--- src/rtl/io_map_pkg.sv ---
// Address map and register bit positions of the memory-mapped I/O block.
// Also holds the address decode helper that the input port uses.
package io_map_pkg;

    localparam logic [31:0] IO_SW_ADDR     = 32'hC000_0000;
    localparam logic [31:0] IO_LEDS_ADDR   = 32'hC000_0004;
    localparam logic [31:0] IO_DISP_ADDR   = 32'hC000_0008;
    localparam logic [31:0] IO_LETTER_ADDR = 32'hC000_000C;
    localparam logic [31:0] IO_PB_ADDR     = 32'hC000_0010;
    localparam logic [31:0] IO_PBCNT_ADDR  = 32'hC000_0014;

    localparam int PB_LEVEL_BIT = 0;
    localparam int PB_EVENT_BIT = 1;

    typedef enum logic [1:0] {
        SEL_NONE,
        SEL_SW,
        SEL_PB,
        SEL_PBCNT
    } io_sel_e;

    // Full 32-bit compare; anything else belongs to RAM or the output peripherals.
    function automatic io_sel_e io_decode(input logic [31:0] addr);
        io_sel_e sel;
        case (addr)
            IO_SW_ADDR:    sel = SEL_SW;
            IO_PB_ADDR:    sel = SEL_PB;
            IO_PBCNT_ADDR: sel = SEL_PBCNT;
            default:       sel = SEL_NONE;
        endcase
        return sel;
    endfunction

endpackage

--- src/rtl/io_input_port_debounce_bit.sv ---
// One input bit: 2-FF synchronizer, then a sample window that only changes
// the debounced level when every sample in it agrees.
module debounce_bit #(
    parameter int STABLE_SAMPLES = 3
) (
    input  logic clk,
    input  logic reset,
    input  logic tick,
    input  logic raw,
    output logic db
);

    logic sync1_q;
    logic sync2_q;
    logic db_q;
    logic db_d;
    logic [STABLE_SAMPLES-1:0] window;

    // The newest window entry is the synchronizer output itself; only older samples are stored.
    generate
        if (STABLE_SAMPLES > 1) begin : g_hist
            logic [STABLE_SAMPLES-2:0] hist_q;
            always_ff @(posedge clk) begin
                if (reset) begin
                    hist_q <= '0;
                end else if (tick) begin
                    hist_q <= window[STABLE_SAMPLES-2:0];
                end
            end
            assign window = {hist_q, sync2_q};
        end else begin : g_nohist
            assign window = sync2_q;
        end
    endgenerate

    always_comb begin
        db_d = db_q;
        if (tick) begin
            if (&window) begin
                db_d = 1'b1;
            end else if (~|window) begin
                db_d = 1'b0;
            end
        end
    end

    always_ff @(posedge clk) begin
        if (reset) begin
            sync1_q <= 1'b0;
            sync2_q <= 1'b0;
            db_q    <= 1'b0;
        end else begin
            sync1_q <= raw;
            sync2_q <= sync1_q;
            db_q    <= db_d;
        end
    end

    assign db = db_q;

endmodule

--- src/rtl/io_input_port.sv ---
// Memory-mapped switch / push-button input port: debounced levels, a sticky
// press event with write-1-to-clear, and a wrapping press counter.
import io_map_pkg::*;

module io_input_port #(
    parameter int SW_W            = 10,
    parameter int DEBOUNCE_CYCLES = 500000,
    parameter int STABLE_SAMPLES  = 3,
    parameter int PB_ACTIVE_LOW   = 1
) (
    input  logic            clk,
    input  logic            reset,
    input  logic [31:0]     a,
    input  logic            we,
    input  logic [31:0]     wd,
    output logic [31:0]     rd,
    output logic            hit,
    input  logic [SW_W-1:0] switches,
    input  logic            PB
);

    localparam int CNT_W = (DEBOUNCE_CYCLES > 1) ? $clog2(DEBOUNCE_CYCLES) : 1;
    localparam logic [CNT_W-1:0] CNT_LAST = CNT_W'(DEBOUNCE_CYCLES - 1);

    logic [CNT_W-1:0] presc_q;
    logic [CNT_W-1:0] presc_d;
    logic             tick;
    logic [SW_W:0]    raw_in;
    logic [SW_W:0]    db_bits;
    logic [SW_W-1:0]  sw_db;
    logic             pb_db;
    logic             pb_db_q;
    logic             pb_rise;
    logic             pb_event_q;
    logic             pb_event_d;
    logic [7:0]       pb_count_q;
    logic [7:0]       pb_count_d;
    io_sel_e          sel;
    logic             clr_event;
    logic             clr_count;
    logic             unused_wd_bits;

    assign tick    = (presc_q == CNT_LAST);
    assign presc_d = tick ? '0 : presc_q + CNT_W'(1);

    // Push-button is the top bit so one generate loop covers every input.
    assign raw_in = {((PB_ACTIVE_LOW != 0) ? ~PB : PB), switches};

    generate
        for (genvar gi = 0; gi <= SW_W; gi++) begin : g_db
            debounce_bit #(
                .STABLE_SAMPLES(STABLE_SAMPLES)
            ) u_db (
                .clk   (clk),
                .reset (reset),
                .tick  (tick),
                .raw   (raw_in[gi]),
                .db    (db_bits[gi])
            );
        end
    endgenerate

    assign sw_db   = db_bits[SW_W-1:0];
    assign pb_db   = db_bits[SW_W];
    assign pb_rise = pb_db & ~pb_db_q;

    assign sel            = io_decode(a);
    assign clr_event      = we && (sel == SEL_PB) && wd[PB_EVENT_BIT];
    assign clr_count      = we && (sel == SEL_PBCNT);
    assign unused_wd_bits = ^{wd[31:PB_EVENT_BIT+1], wd[PB_EVENT_BIT-1:0]};

    // A press landing on the same edge as an acknowledge must never be lost.
    always_comb begin
        pb_event_d = pb_event_q;
        if (pb_rise) begin
            pb_event_d = 1'b1;
        end else if (clr_event) begin
            pb_event_d = 1'b0;
        end
        pb_count_d = clr_count ? 8'd0 : pb_count_q;
        if (pb_rise) begin
            pb_count_d = pb_count_d + 8'd1;
        end
    end

    always_ff @(posedge clk) begin
        if (reset) begin
            presc_q    <= '0;
            pb_db_q    <= 1'b0;
            pb_event_q <= 1'b0;
            pb_count_q <= 8'd0;
        end else begin
            presc_q    <= presc_d;
            pb_db_q    <= pb_db;
            pb_event_q <= pb_event_d;
            pb_count_q <= pb_count_d;
        end
    end

    always_comb begin
        rd  = '0;
        hit = 1'b1;
        case (sel)
            SEL_SW: rd = 32'(sw_db);
            SEL_PB: begin
                rd[PB_LEVEL_BIT] = pb_db;
                rd[PB_EVENT_BIT] = pb_event_q;
            end
            SEL_PBCNT: rd = {24'b0, pb_count_q};
            default: hit = 1'b0;
        endcase
    end

endmodule

--- config.mk ---
export PLATFORM = sky130hd
export DESIGN_NAME = io_input_port
export DESIGN_NICKNAME = d
export VERILOG_FILES = /design/src/rtl/io_map_pkg.sv /design/src/rtl/io_input_port_debounce_bit.sv /design/src/rtl/io_input_port.sv
export SDC_FILE = /design/constraint.sdc
export NUM_CORES = 1
export LEC_CHECK = 0
export ABC_AREA = 1
export BUFFER_PORTS_ARGS = -buffer_cell sky130_fd_sc_hd__clkbuf_2
export CORE_MARGIN = 4
export CORE_UTILIZATION = 59
export CTS_BUF_LIST = sky130_fd_sc_hd__clkbuf_8
export DETAILED_ROUTE_END_ITERATION = 16
export PLACE_DENSITY_LB_ADDON = 0.1
export RECOVER_POWER = 25
export SLEW_MARGIN = 20
export SYNTH_ARGS = -nofsm -noshare
export SYNTH_HDL_FRONTEND = slang
export SYNTH_HIERARCHICAL = 1
export SYNTH_SLANG_ARGS = --single-unit
--- constraint.sdc ---
create_clock -name clk -period 6.7 [get_ports clk]
set_input_delay 0 -clock clk [delete_from_list [all_inputs] [get_ports clk]]
set_output_delay 0 -clock clk [all_outputs]
set_load 0.1 [all_outputs]
# Word level (Yosys, flattened, before mapping)
# Index checks and enable logic that the tools add are counted.
# word_totals
ff_bits	84
input_bits	78
# classes
reduce_logical	39
add_sub_neg	2
bitwise_logic	3
n_eq_ne	18
mux	30
# op_table
operator	count
== test 32 bit, second input constant	3
OR reduction 3 bit	12
AND reduction 3 bit	11
2-to-1 mux 1 bit	25
!= test 2 x 1 -> 1 bit, second input constant	11
AND reduction 2 bit	11
adder 19 x 1 -> 19 bit, second input constant	1
== test 19 bit, second input constant	1
2-to-1 mux 8 bit	2
one-hot mux 8 bit (2 select lines)	1
one-hot mux 2 bit (3 select lines)	2
adder 8 x 1 -> 8 bit, second input constant	1
== test 2 bit, second input constant	2
logical AND 1 bit	3
== test 2 x 1 -> 1 bit, second input constant	1
NOT 1 bit	2
nonzero test 2 bit	1
OR reduction 2 bit	1
bitwise AND 1 bit	1

# Longest topological paths before layout
# Gate-level depths: netlist (run 1).
# depth
word_depth	7
ltp_mapped	17
ltp_nobuf	16

# Cells and area by module
# Netlist (run 1), hierarchy kept.
# modules_own_cells
module	instances	area_each_um2	cells_per_inst
io_input_port	1	2083.2	303
debounce_bit	11	185.2	24

# Least setup slack after synthesis (run 1)
# OpenSTA, ideal clock, no wires.
# synth_path
kind	input -> output
startpoint	input a[5]
endpoint	output hit
required_ns	6.700
path_slack_ns	1.608
stages	5
arrival_time_ns	5.092
path_cell_list	inv_1 nand2_1 nor2_2 nand3_1 a2111oi_0
# synth_between
elab_chain_cells	5
# synth_rtl
element	line_no	rtl
start, declared	io_input_port.sv:13	input logic [31:0] a,
== test 32 bit	io_map_pkg.sv:25	case (addr)
one-hot mux 2 bit (3 select lines) (*)	io_map_pkg.sv:25	
== test 2 bit or == test 2 x 1 -> 1 bit (tied branches)	io_input_port.sv:103	case (sel)
OR reduction 3 bit (no source line) (*)	-	
2-to-1 mux 1 bit (*)	io_input_port.sv:103	
end, declared	io_input_port.sv:17	output logic hit,
# Every way passes the cells marked *; elsewhere a longest branch is shown, timed or not.

# Worst setup path in the final report (run 1)
# layout_path
startpoint	register presc_q[0]
endpoint	register presc_q[9]
# layout_between
elab_chain_cells	2
# layout_rtl
element	line_no	rtl
start, declared	io_input_port.sv:25	logic [CNT_W-1:0] presc_q;
start signal, assigned	io_input_port.sv:93	presc_q <= presc_d;
== test 19 bit	io_input_port.sv:43	assign tick = (presc_q == CNT_LAST);
via tick	io_input_port.sv:27	logic tick;
OR reduction 2 bit (no source line)	-	
# The timed path passes the listed nets, and every way through them passes these cells.
# A chain may end at the register's enable or synchronous reset.

==> results.yml, run 1 <==
final_layout:
  diodes: 0
  areaGrowthSynthToFinish_pct: 16.4
  drive_above_1_share_pct: 19.2
  post-route-util_pct: 70.6
  design_area_um2: 4800
  fin_cells: 747
  nets: 726
sta:
  maxSlewViolCount: 0
  timing.final.crit_period_ns: 2.33
  maxSlewHeadroom_pct: 59.9
  timing.fmax_ghz: 0.429
  worst_slew_pin_slew_ns: 0.602
  setup_slack_ns: 4.37
  final.setup.tns_ns: 0
  fin_crit_sh_pct: 34.8
  final_hold_viol_count: 0
  rsz0062_at_grt: "false"
  finalClockSkew_ns: 0.0107
  setup_violations: 0
placement:
  gp_congestion: 0.868
  dp_slack_ns: 4.42
  place_area_um2: 4430
  place_inst: 719
  port_buffers: 57
  dpl.hpwl_um: 5750
drt:
  wire_per_inst_um: 10.6
  first_iter_violations: 153
  wl_um: 7890
  drt_first_pass_iters: 5
  ant_nets: 0
  vias: 3561
  drc: 0
  avgViaCountPerCell: 4.77
synthesis:
  async_reset_ff_share_pct: 0
  ys_ff_latch: 84
  syn_inst: 567
  ys_types: 37
  synth_edf_count: 0
  seq_area_frac_synth_pct: 40.8
  netlist_area_um2: 4120
  synth.avg_cell_area_um2: 7.27
  yosys_warnings: 6
  dominantRegCellSynth: "dfxtp_1"
global_route:
  grt.overflow.total: 0
  grt_use_total_pct: 19.4
  grt_pass1_vias: 3248
  grt_pass1_wl_um: 13700
  grt_max_degree: 68
  antenna_found_initial: 0
clocking:
  cts_tree: "yes"
  h-tree-depth: 3
  clock_path_buffers: 2
  cts_root_buffer: "clkbuf_8"
  clock_latency_ns: 0.34
  cts_sinks: 84
  cts_buffers: 9
  post_cts_buffers: 0
  cts_hold_buf: 12
  cts_resized: 0
  clk_pin_slew_worst_paths_ns: 0.09
floorplanning:
  core_um2: 6790
  ios: 111
  dieArea_um2: 8380
  die_height_um: 91.6
  die_w_um: 91.6
  initial_utilization_pct: 60.6
  fp-row-count: 30
flow_run:
  drv_cap: 0
worst_setup_path:
  worstSetupPathType: "flop to flop"
  critPathSlowestCell: "buf_4"
  crit_chain: "ha_1, nand2_2, nor2_1, nand3_1, nor3_4, buf_4, nor2_4, inv_2, nor2_1, o21a_1"
  slowest_delay_ns: 0.51
  cp_common_cell: "nor2_1"
  cp-start-kind: "flop"
  worstSetupEndpointType: "flop"
  arrival_ns: 2.57
  path_max_fanout: 67
  required_ns: 6.94
power:
  power.density_nw_per_um2: 218
  peakVddDrop_v: 0.000131
  leakage_nw: 2.11
status:
  outcome: "complete, no violations"
worst_hold_path:
  hold_class: "input pin to flop"
[cell type report]
type                            instances  area (um2)
Tap cell                               96         120
Timing Repair Buffer                   71         420
Fill cell                             581        2000
Inverter                              130         488
Clock buffer                            9         124
Multi-Input combinational cell        350        1840
Clock inverter                          7         121
Sequential cell                        84        1680
[state kept, by name (all words and copies together) (netlist names)]
name                     count
g_db.u_db/db                11
g_db.u_db/sync2_q           11
presc_q                     19
g_db.u_db/sync1_q           11
pb_db_q                      1
g_db.u_db/g_hist.hist_q     22
pb_count_q                   8
pb_event_q                   1
[routing by layer]
layer | track usage, % | part of all wire [%] | up-vias
met5 | 0 | 0 | -
met4 | 4.90 | 0.82 | 0
met3 | 4.97 | 5.5 | 7
met2 | 33.6 | 48 | 86
met1 | 23.9 | 45 | 1581
li1 | - | - | 1887
[critical path, delay by kind of cell, from the launching register on]
kind	cells	cell delay, ns
and+or+nand+nor	6	0.71
DFF	1	0.39
adders and majority gates	1	0.24
AOI/OAI and AO/OA	1	0.10
buffers and inverters	2	0.74
[cells by family (layout without fill, tap and decap cells)]
| kind of cell | after synthesis | after routing | share of synthesized area, % |
|---|---|---|---|
| adders and majority gates | 2 | 2 | 0.607 |
| other | 1 | 22 | 0.0910 |
| xor gates and xnor gates | 6 | 6 | 1.28 |
| DFF | 84 | 84 | 40.8 |
| buffers and inverters | 154 | 217 | 16.4 |
| AOI/OAI and AO/OA | 79 | 79 | 11.7 |
| and+or+nand+nor | 241 | 241 | 29.1 |
[cells in the mapped netlist (7+ instances only)]
cell / number / area [um2]
nand3_1: 35 / 175
nor2_1: 71 / 267
dfxtp_1: 84 / 1680
a21oi_2: 11 / 96.3
nand2_1: 86 / 323
buf_4: 22 / 165
inv_2: 7 / 26.3
inv_1: 123 / 462
a21oi_1: 27 / 135
nand4_1: 8 / 50.1
o21ai_0: 18 / 90.1
o21ai_1: 8 / 40.0
a211oi_1: 11 / 82.6
[final timing paths]
| kind | from | endpoint | slack [ns] | cells past startpoint |
|---|---|---|---|---|
| hold reg to reg | g_db[9].u_db/sync1_q | g_db[9].u_db/sync2_q | 0.41 | 2 |
| setup reg to reg | presc_q[0] | presc_q[9] | 4.37 | 10 |
| setup / recovery | presc_q[0] | presc_q[9] | 4.37 | 10 |
| hold / removal | we | pb_event_q | 0.07 | 4 |
[per-stage QoR]
step | hold slack (ns) | total power, mW
4_1_cts | 0.0507 | 1.05
5_1_grt | 0.0887 | 1.09
3_5_place_dp | 0.197 | 0.617
6_report | 0.0667 | 1.05
2_1_floorplan | 0.0691 | 0.605
3_3_place_gp | 0.195 | 0.615
[cell usage in the layout (no fill, tap or decap), types with 7 or more instances in the layout]
master / Yosys / layout
a21oi_1: 27 / 27
dlygate4sd3_1: 0 / 12
nor2_1: 71 / 71
inv_1: 123 / 123
o21ai_0: 18 / 18
clkbuf_8: 0 / 9
a21oi_2: 11 / 11
nand2_1: 86 / 86
o21ai_1: 8 / 8
a211oi_1: 11 / 11
inv_2: 7 / 7
clkbuf_2: 0 / 57
nand3_1: 35 / 35
conb_1: 1 / 22
nand4_1: 8 / 8
dfxtp_1: 84 / 84
[where the power goes]
group	internal (mW)	total [mW]	switching, mW
combinational	0.0228	0.101	0.0779
sequential	0.506	0.510	0.00387
clock	0.250	0.435	0.184
No activity file was read; power rests on OpenSTA's default activity.
==> run 2, diff against run 1 <==
CORE_UTILIZATION = 49   (was 59)
clock period = 2.1 ns   (was 6.7 ns; I/O delays follow)
==> run 2 against run 1 <==
Compared with the run above: wire length fell by 1.2%; final area increased by 0.68%; first-iteration DRC count is 39% lower; cell count increased by 1.3%; largest power group unchanged.
==> results.yml, run 2 (same netlist as run 1, synthesis figures left out) <==
floorplanning:
  fp-row-count: 33
  die_height_um: 99.7
  ios: 111
  initial_utilization_pct: 50.1
  dieArea_um2: 9940
  die_w_um: 99.7
  core_um2: 8220
final_layout:
  fin_cells: 757
  design_area_um2: 4830
  largestRegisters: "g_db.u_db/g_hist.hist_q x22, presc_q x19"
  largest_reg_flops: 22
  areaGrowthSynthToFinish_pct: 17.2
  regMostFlops: "g_db.u_db/g_hist.hist_q"
  mostFrequentLayoutCells: "123 x inv_1, 86 x nand2_1, 82 x dfxtp_1"
  diodes: 0
  nets: 727
  final_common_cell: "inv_1"
  drive_above_1_share_pct: 20.9
power:
  peakVddDrop_v: 0.000488
  leakage_nw: 2.12
  power.density_nw_per_um2: 650
drt:
  first_iter_violations: 94
  wl_met1_um: 3620
  ant_nets: 0
  wire_per_inst_um: 10.3
  highest-signal-layer: "met4"
  route.met3.wl_um: 402
  drc: 0
  drt_first_pass_iters: 4
  wl_um: 7790
  avgViaCountPerCell: 4.64
  vias: 3515
  met2_length_um: 3640
worst_setup_path:
  r2r_setup_slack_ns: 0.22
  cp-start-kind: "flop"
  required_ns: 2.39
  worstSetupPathType: "flop to flop"
  r2r_end: "g_db[4].u_db/db"
  worstSetupEndpointType: "flop"
  path_max_fanout: 36
  r2r-start: "presc_q[0]"
  arrival_ns: 2.17
  worstRegToRegCells: 10
clocking:
  cts_buffers: 9
  h-tree-depth: 3
  clock_latency_ns: 0.35
  cts_tree: "yes"
  cts_root_buffer: "clkbuf_8"
  post_cts_buffers: 0
  cts_sinks: 84
  clk_pin_slew_worst_paths_ns: 0.10
  clock_path_buffers: 2
sta:
  final_hold_viol_count: 0
  setup_slack_ns: 0.221
  maxSlewHeadroom_pct: 36.4
  rsz0062_at_grt: "false"
  holdWs_ns: 0.0250
  timing.fmax_ghz: 0.532
  maxSlewViolCount: 0
  finalClockSkew_ns: 0.0107
  timing.final.crit_period_ns: 1.88
  worst_slew_pin_slew_ns: 0.954
  fin_crit_sh_pct: 89.5
  final.setup.tns_ns: 0
  setup_violations: 0
placement:
  place_area_um2: 4520
  gp_congestion: 0.821
  place_inst: 730
  dp_slack_ns: 0.232
  dpl.hpwl_um: 5860
  port_buffers: 57
global_route:
  grt_use_total_pct: 16.4
  grt_pass1_vias: 3296
  grt_max_degree: 37
  grt.overflow.total: 0
  antenna_found_initial: 0
  grt_pass1_wl_um: 13600
worst_hold_path:
  hold_start: "wd[1]"
  hold_class: "input pin to flop"
  hold_path_end: "pb_event_q"
  whs_path_depth: 4
status:
  outcome: "complete, no violations"
flow_run:
  drv_cap: 0
==> run 2: cell count changes in the layout (fill, tap and decap cells not counted), moves of 2 or more <==
cell / previous run / this run
clkbuf_2: 57 / 54
o21ai_2: 0 / 6
buf_4: 2 / 4
dfxtp_1: 84 / 82
clkbuf_1: 0 / 3
o21ai_1: 8 / 2
bufinv_16: 3 / 1
dfxtp_2: 0 / 2
==> run 2: area by class of cell <==
type	instances	area, um2
fill	801	3390
multi-input combinational	350	1900
sequential	84	1680
inverter	130	488
timing repair buffer	72	422
tap	105	131
clock buffer	9	124
clock inverter	7	80.1
==> run 2: how the worst max path moves through the flow <==
stage                     startpoint               to  slack [ns]  cells after the start
after floorplan           presc_q[1]       presc_q[2]       -0.41                      9
after global placement    presc_q[0]  g_db[6].u_db/db        0.29                     10
after detailed placement  presc_q[0]  g_db[4].u_db/db        0.23                     10
after CTS                 presc_q[0]  g_db[4].u_db/db        0.21                     10
after global routing      presc_q[0]  g_db[4].u_db/db        0.06                     10
final                     presc_q[0]  g_db[4].u_db/db        0.22                     10
==> run 2: worst max-delay path, stage by stage (launching register included) <==
cell,delay (ns)
dfxtp_2,0.37
ha_4,0.16
nand2_4,0.07
nor2_4,0.13
nand3_2,0.10
nor3_4,0.26
buf_4,0.35
nand3_1,0.14
nand2_1,0.09
nand2_1,0.06
a21oi_2,0.09
==> run 2: repair_timing <==
action                                 4_1_cts  5_1_grt
endpoints found under the hold margin       11        0
hold buffers                                11        0
gates resized for setup                      0        0
==> run 2: metal layers <==
layer | vias to the layer above | track usage (%)
met5 | - | 0
met4 | 0 | 6.09
met3 | 9 | 3.44
met2 | 71 | 28.1
met1 | 1551 | 20.1
li1 | 1884 | -
==> run 2: power breakdown <==
group,total [mW],switching [mW],internal [mW]
logic,0.323,0.250,0.0726
clock network,1.19,0.620,0.569
registers,1.63,0.0125,1.62
==> run 2: through the flow <==
step | total power [mW] | utilization, %
6_report | 3.14 | 58.8
5_1_grt | 3.27 | 58.8
4_1_cts | 3.18 | 58.9
3_5_place_dp | 1.98 | 55.1
3_3_place_gp | 1.97 | 55.1
2_1_floorplan | 1.93 | -
